--- config.mk ---
export PLATFORM = sky130hd
export DESIGN_NAME = rc4_crack_scheduler
export DESIGN_NICKNAME = d
export VERILOG_FILES = /design/src/rtl/rc4_pkg.sv /design/src/rtl/rc4_s_port_mux.sv /design/src/rtl/rc4_crack_scheduler.sv
export SDC_FILE = /design/constraint.sdc
export NUM_CORES = 1
export LEC_CHECK = 0
export CAP_MARGIN = 30
export CORE_MARGIN = 2
export CORE_UTILIZATION = 36
export DETAILED_ROUTE_END_ITERATION = 10
export PLACE_DENSITY = 0.77
export SYNTH_ARGS = -nofsm -noshare
export SYNTH_HDL_FRONTEND = slang
export SYNTH_SLANG_ARGS = --single-unit
--- constraint.sdc ---
create_clock -name clk -period 2.2 [get_ports clk]
set_clock_uncertainty 0.2 [all_clocks]
set_input_delay 0.44 -clock clk [delete_from_list [all_inputs] [get_ports clk]]
set_output_delay 0.44 -clock clk [all_outputs]
set_load 0.01 [all_outputs]
--- src/rtl/rc4_pkg.sv ---
// Shared types and defaults for the RC4 key-search scheduler: FSM states,
// S-port owner encoding and the phase classification helpers.
package rc4_pkg;

   localparam int          RC4_KEY_WIDTH      = 24;
   localparam logic [23:0] RC4_KEY_FIRST      = 24'h000000;
   localparam logic [23:0] RC4_KEY_LAST       = 24'h3FFFFF;
   localparam int          RC4_TIMEOUT_CYCLES = 4096;

   typedef enum logic [3:0] {
      ST_IDLE,
      ST_INIT_GO,
      ST_INIT_WAIT,
      ST_KSA_GO,
      ST_KSA_WAIT,
      ST_DEC_GO,
      ST_DEC_WAIT,
      ST_NEXT_KEY,
      ST_FOUND,
      ST_EXHAUSTED,
      ST_ERROR
   } sched_state_t;

   typedef enum logic [1:0] {
      OWN_NONE,
      OWN_INIT,
      OWN_KSA,
      OWN_DEC
   } s_owner_t;

   // The engine that owns the S port for the whole of its GO and WAIT states.
   function automatic s_owner_t owner_for_state(input sched_state_t st);
      s_owner_t own;
      case (st)
         ST_INIT_GO, ST_INIT_WAIT: own = OWN_INIT;
         ST_KSA_GO,  ST_KSA_WAIT:  own = OWN_KSA;
         ST_DEC_GO,  ST_DEC_WAIT:  own = OWN_DEC;
         default:                  own = OWN_NONE;
      endcase
      return own;
   endfunction

   function automatic logic is_go_state(input sched_state_t st);
      return (st == ST_INIT_GO) || (st == ST_KSA_GO) || (st == ST_DEC_GO);
   endfunction

   function automatic logic is_wait_state(input sched_state_t st);
      return (st == ST_INIT_WAIT) || (st == ST_KSA_WAIT) || (st == ST_DEC_WAIT);
   endfunction

endpackage

--- src/rtl/rc4_s_port_mux.sv ---
// Combinational 3:1 mux granting the single S-memory port to one engine.
// Non-owner requests are dropped entirely; no owner drives all zeros.
module rc4_s_port_mux
   import rc4_pkg::*;
(
   input  s_owner_t   owner,
   input  logic [7:0] init_addr,
   input  logic [7:0] init_data,
   input  logic       init_wren,
   input  logic [7:0] ksa_addr,
   input  logic [7:0] ksa_data,
   input  logic       ksa_wren,
   input  logic [7:0] dec_addr,
   input  logic [7:0] dec_data,
   input  logic       dec_wren,
   output logic [7:0] s_address,
   output logic [7:0] s_data,
   output logic       s_wren
);

   always_comb begin
      s_address = 8'h00;
      s_data    = 8'h00;
      s_wren    = 1'b0;
      case (owner)
         OWN_INIT: begin
            s_address = init_addr;
            s_data    = init_data;
            s_wren    = init_wren;
         end
         OWN_KSA: begin
            s_address = ksa_addr;
            s_data    = ksa_data;
            s_wren    = ksa_wren;
         end
         OWN_DEC: begin
            s_address = dec_addr;
            s_data    = dec_data;
            s_wren    = dec_wren;
         end
         default: ;
      endcase
   end

endmodule

--- src/rtl/rc4_crack_scheduler.sv ---
// Key-search sequencer: runs init -> ksa -> decrypt per candidate key and owns the S port.
// Define RC4_SCHED_WATCHDOG_EN to add the per-phase watchdog and the ERROR state.
module rc4_crack_scheduler
   import rc4_pkg::*;
#(
   parameter int                   KEY_WIDTH      = RC4_KEY_WIDTH,
   parameter logic [KEY_WIDTH-1:0] KEY_FIRST      = KEY_WIDTH'(RC4_KEY_FIRST),
   parameter logic [KEY_WIDTH-1:0] KEY_LAST       = KEY_WIDTH'(RC4_KEY_LAST),
   parameter int                   TIMEOUT_CYCLES = RC4_TIMEOUT_CYCLES
)
(
   input  logic                 clk,
   input  logic                 reset,
   input  logic                 start,
   output logic [KEY_WIDTH-1:0] key,
   output logic                 init_start,
   output logic                 ksa_start,
   output logic                 dec_start,
   input  logic                 init_finish,
   input  logic                 ksa_finish,
   input  logic                 dec_finish,
   input  logic                 dec_match,
   input  logic [7:0]           init_addr,
   input  logic [7:0]           init_data,
   input  logic                 init_wren,
   input  logic [7:0]           ksa_addr,
   input  logic [7:0]           ksa_data,
   input  logic                 ksa_wren,
   input  logic [7:0]           dec_addr,
   input  logic [7:0]           dec_data,
   input  logic                 dec_wren,
   output logic [7:0]           s_address,
   output logic [7:0]           s_data,
   output logic                 s_wren,
   output logic                 busy,
   output logic                 found,
   output logic                 exhausted,
   output logic                 err
);

   sched_state_t         state_reg, state_next;
   logic [KEY_WIDTH-1:0] key_reg, key_next;
   s_owner_t             owner_reg;
   logic                 wd_expired;

   always_ff @(posedge clk) begin
      if (reset) begin
         state_reg <= ST_IDLE;
         key_reg   <= KEY_FIRST;
         owner_reg <= OWN_NONE;
      end else begin
         state_reg <= state_next;
         key_reg   <= key_next;
         // Owner is registered alongside the state so the grant never glitches.
         owner_reg <= owner_for_state(state_next);
      end
   end

   always_comb begin
      state_next = state_reg;
      key_next   = key_reg;
      case (state_reg)
         ST_IDLE, ST_FOUND, ST_EXHAUSTED, ST_ERROR: begin
            if (start) begin
               key_next   = KEY_FIRST;
               state_next = ST_INIT_GO;
            end
         end
         ST_INIT_GO: state_next = ST_INIT_WAIT;
         ST_INIT_WAIT: begin
            if (init_finish)     state_next = ST_KSA_GO;
            else if (wd_expired) state_next = ST_ERROR;
         end
         ST_KSA_GO: state_next = ST_KSA_WAIT;
         ST_KSA_WAIT: begin
            if (ksa_finish)      state_next = ST_DEC_GO;
            else if (wd_expired) state_next = ST_ERROR;
         end
         ST_DEC_GO: state_next = ST_DEC_WAIT;
         ST_DEC_WAIT: begin
            if (dec_finish) begin
               if (dec_match)              state_next = ST_FOUND;
               else if (key_reg == KEY_LAST) state_next = ST_EXHAUSTED;
               else                        state_next = ST_NEXT_KEY;
            end else if (wd_expired) begin
               state_next = ST_ERROR;
            end
         end
         ST_NEXT_KEY: begin
            key_next   = key_reg + KEY_WIDTH'(1);
            state_next = ST_INIT_GO;
         end
         default: state_next = ST_IDLE;
      endcase
   end

`ifdef RC4_SCHED_WATCHDOG_EN
   localparam logic [15:0] WD_LIMIT = 16'(TIMEOUT_CYCLES - 1);

   logic [15:0] wd_cnt_reg;

   always_ff @(posedge clk) begin
      if (reset) begin
         wd_cnt_reg <= '0;
      end else if (is_go_state(state_reg)) begin
         wd_cnt_reg <= '0;
      end else if (is_wait_state(state_reg)) begin
         wd_cnt_reg <= wd_cnt_reg + 16'd1;
      end
   end

   assign wd_expired = (wd_cnt_reg == WD_LIMIT);
   assign err        = (state_reg == ST_ERROR);
`else
   assign wd_expired = 1'b0;
   assign err        = 1'b0;
`endif

   assign key        = key_reg;
   assign init_start = (state_reg == ST_INIT_GO);
   assign ksa_start  = (state_reg == ST_KSA_GO);
   assign dec_start  = (state_reg == ST_DEC_GO);
   assign busy       = is_go_state(state_reg) || is_wait_state(state_reg) ||
                       (state_reg == ST_NEXT_KEY);
   assign found      = (state_reg == ST_FOUND);
   assign exhausted  = (state_reg == ST_EXHAUSTED);

   rc4_s_port_mux u_s_port_mux (
      .owner     (owner_reg),
      .init_addr (init_addr),
      .init_data (init_data),
      .init_wren (init_wren),
      .ksa_addr  (ksa_addr),
      .ksa_data  (ksa_data),
      .ksa_wren  (ksa_wren),
      .dec_addr  (dec_addr),
      .dec_data  (dec_data),
      .dec_wren  (dec_wren),
      .s_address (s_address),
      .s_data    (s_data),
      .s_wren    (s_wren)
   );

endmodule

==> reports/metrics.yaml <==
outcome: "finished, final reports clean"
grt_usage_pct: 22.2
htreeDepth: 2
antenna_found_initial: 0
area_delta_synth_final_pct: 70.2
overflow: 0
synth_cells: 257
clk_pin_slew_ns: 0.06
cts.sinks: 30
drive_gt1_share_pct: 26.8
p_leak_nw: 1.40
place.gp.congestion: 0.874
yosysSeqAreaShare_pct: 29.2
drt-total-wl_mm: 7.11
cts_buffers: 5
ios: 106
core_area_um2: 5510
start_util_pct: 37.3
finalHoldViolCount: 0
multi_input_area_um2: 1410
finalMaxSlewViolations: 0
fin_area_um2: 3500
io_buffers: 104
synth-seq-cells: 30
num_antenna_cells: 0
cp.required_ns: 1.56
r2r.worst_path.cells: 6
netlist_area_um2: 2050
cts_buffer_depth: 2
num-nets-final: 443
dieWidth_um: 79.5
switching_power_mw: 0.579
rows: 27
clkPwrFrac_pct: 24.7
die_area_um2: 6330
vias: 2483
clock-root-buffer: "clkbuf_8"
synthDistinctLibCells: 43
rsz0062_at_grt: "yes"
vdd_drop_max_uv: 335
min_path_cells: 2
first_iter_violations: 114
fillers: 476
place_inst: 441
rr_startpoint: "state_reg[0]"
worst_slack_ns: 0.0467
drtAntennaViolNets: 0
cp-end-kind: "output pin"
grt_max_degree: 19
holdBufCountCts: 0
dp_hpwl_mm: 5.36
path_class: "reg -> out"
grt_pass1_wl_mm: 11.2
power_density_nw_per_um2: 530
tritoncts: "built"
place_ws_ns: -0.297
total_power_mw: 1.85
regArea_um2: 608
placed_area_um2: 3320
hold_class: "reg -> reg"
die_h_um: 79.5
reg2reg_slack_ns: 0.11
syn_nets: 316
internal_power_mw: 1.27
layout.cells.non_filler: 457
fin_crit_sh_pct: 97.9
fin_crit_ns: 2.15
startpoint_type: "register"
maxCapViolations: 0
p_comb_share_pct: 43.7
drc: 0
worstReg2RegEnd: "owner_reg[0]"
synth_area_per_cell_um2: 7.99
via_per_inst: 5.43
switching_share_pct: 31.3
p_seq_share_pct: 31.6
largest_register_ffs: 24
clock.fmax_ghz: 0.464
hold_end: "key[9]"
drt_first_pass_iters: 4
clk_latency_ns: 0.29
holdWs_ns: 0.328
worstPathMaxFanout: 9
finalSetupViolations: 0
min_from: "key[9]"
yosys_warnings: 0
grt_pass1_vias: 2456
wire_per_inst_um: 15.6
cp.arrival_ns: 1.51
==> cells in the final DEF, fill, tap and decap left out, drive strengths merged, types with 2 or more instances in the layout <==
cell type / count
clkdlybuf4s50: 80
buf: 51
dfxtp: 30
nor2: 29
mux2: 24
nand2: 19
a21oi: 18
a22o: 17
nand3: 10
nor3: 10
clkbuf: 10
nand4: 7
o21ai: 7
or3: 5
o211ai: 5
and3: 5
nor4: 5
inv: 4
dlygate4sd2: 4
or4: 4
nand2b: 3
and2: 3
and4: 3
o21a: 3
dlymetal6s2s: 3
a211oi: 3
nor3b: 2
nor2b: 2
or2: 2
a211o: 2
nand3b: 2
o311ai: 2
nand4b: 2
==> cell families after synthesis <==
group,after synthesis,share of synthesized area [%]
compound gates,59,19.9
xor+xnor,1,0.426
fa+ha+maj,1,0.609
buf+inv,25,5.54
flops,30,29.2
mux,24,13.2
other cells,1,0.183
simple gates,116,30.9
==> routing by layer <==
layer	routed length, um	track usage [%]	up-vias	share of wire (%)
met3	645	6.67	8	9.1
met2	3640	41.3	97	51
met5	0	0	-	0
li1	-	-	1204	-
met4	80	6.55	0	1.1
met1	2740	23.8	1174	39
==> critical path, stage by stage (launching register included) <==
cell,delay (ns)
dfxtp_2,0.35
buf_12,0.13
buf_4,0.12
mux2_2,0.32
a22o_1,0.19
buf_6,0.12
==> power groups by stage <==
stage / clock [mW] / sequential (mW) / combinational (mW)
floorplan: 0 / 0.585 / 0.407
global placement: 0 / 0.594 / 0.790
detailed placement: 0 / 0.594 / 0.799
CTS: 0.473 / 0.586 / 0.784
global route: 0.513 / 0.588 / 0.867
finish: 0.459 / 0.586 / 0.809
==> cell usage after synthesis <==
cell type	n	share of area [%]
and4_1	3	1.3
buf_6	2	1.1
nand4b_1	1	0.43
and4b_1	1	0.49
or4_4	1	0.55
nand3_1	10	2.4
xnor2_1	1	0.43
conb_1	1	0.18
nand2_1	19	3.5
or4_1	3	1.1
o21a_1	3	1.1
o32a_1	1	0.49
nand4_1	7	2.1
nor2b_1	2	0.61
nor4_1	5	1.5
mux2_2	24	13
nor3b_1	2	0.73
nand4b_4	1	1.2
nand2b_1	3	0.91
buf_4	1	0.37
dfxtp_1	30	29
nor3_1	10	2.4
a211oi_1	3	1.1
or4bb_1	1	0.55
o211ai_1	5	1.8
and2_1	3	0.91
nand3b_1	2	0.73
ha_1	1	0.61
o21ai_0	7	1.7
a211o_1	2	0.85
nand4bb_1	1	0.55
or3_1	5	1.5
a22o_1	17	7.2
or2_2	2	0.61
buf_2	1	0.24
inv_1	4	0.73
clkbuf_1	16	2.9
a21oi_1	18	4.4
nor2_1	29	5.3
buf_1	1	0.18
o311ai_0	2	0.85
and3_1	5	1.5
a21boi_0	1	0.37
==> cell type report <==
type | instances | share of cell area, %
clock buffers | 7 | 2.47
well taps | 72 | 2.58
repair buffers | 141 | 36.6
clock inverters | 1 | 0.143
flip-flops and latches | 30 | 17.4
multi-input cells | 202 | 40.4
inverters | 4 | 0.429
==> how the worst max path moves through the flow <==
stage                       from      endpoint  slack [ns]  depth (start not counted)
detailed placement   ksa_data[1]     s_data[1]       -0.30                          4
global route              key[9]  owner_reg[0]       -0.04                          7
CTS                  ksa_data[1]     s_data[1]       -0.03                          4
floorplan                 key[4]       key[22]        0.02                          6
global placement     ksa_data[1]     s_data[1]       -0.29                          4
finish              owner_reg[0]  s_address[5]        0.05                          5
==> stage by stage <==
| step | util, % | setup TNS [ns] |
|---|---|---|
| after floorplan | - | 0 |
| after global placement | 60.4 | -3.90 |
| after detailed placement | 60.4 | -4.27 |
| after CTS | 61.7 | -0.0264 |
| after global routing | 63.5 | -0.124 |
| final | 63.5 | 0 |
==> timing repair <==
item / 4_1_cts / 5_1_grt
endpoints found under the setup margin: 23 / 25
setup buffers: 5 / 3
gates resized for setup: 71 / 24
pin swaps: 1 / 8
(Power assumes the default switching activity.)
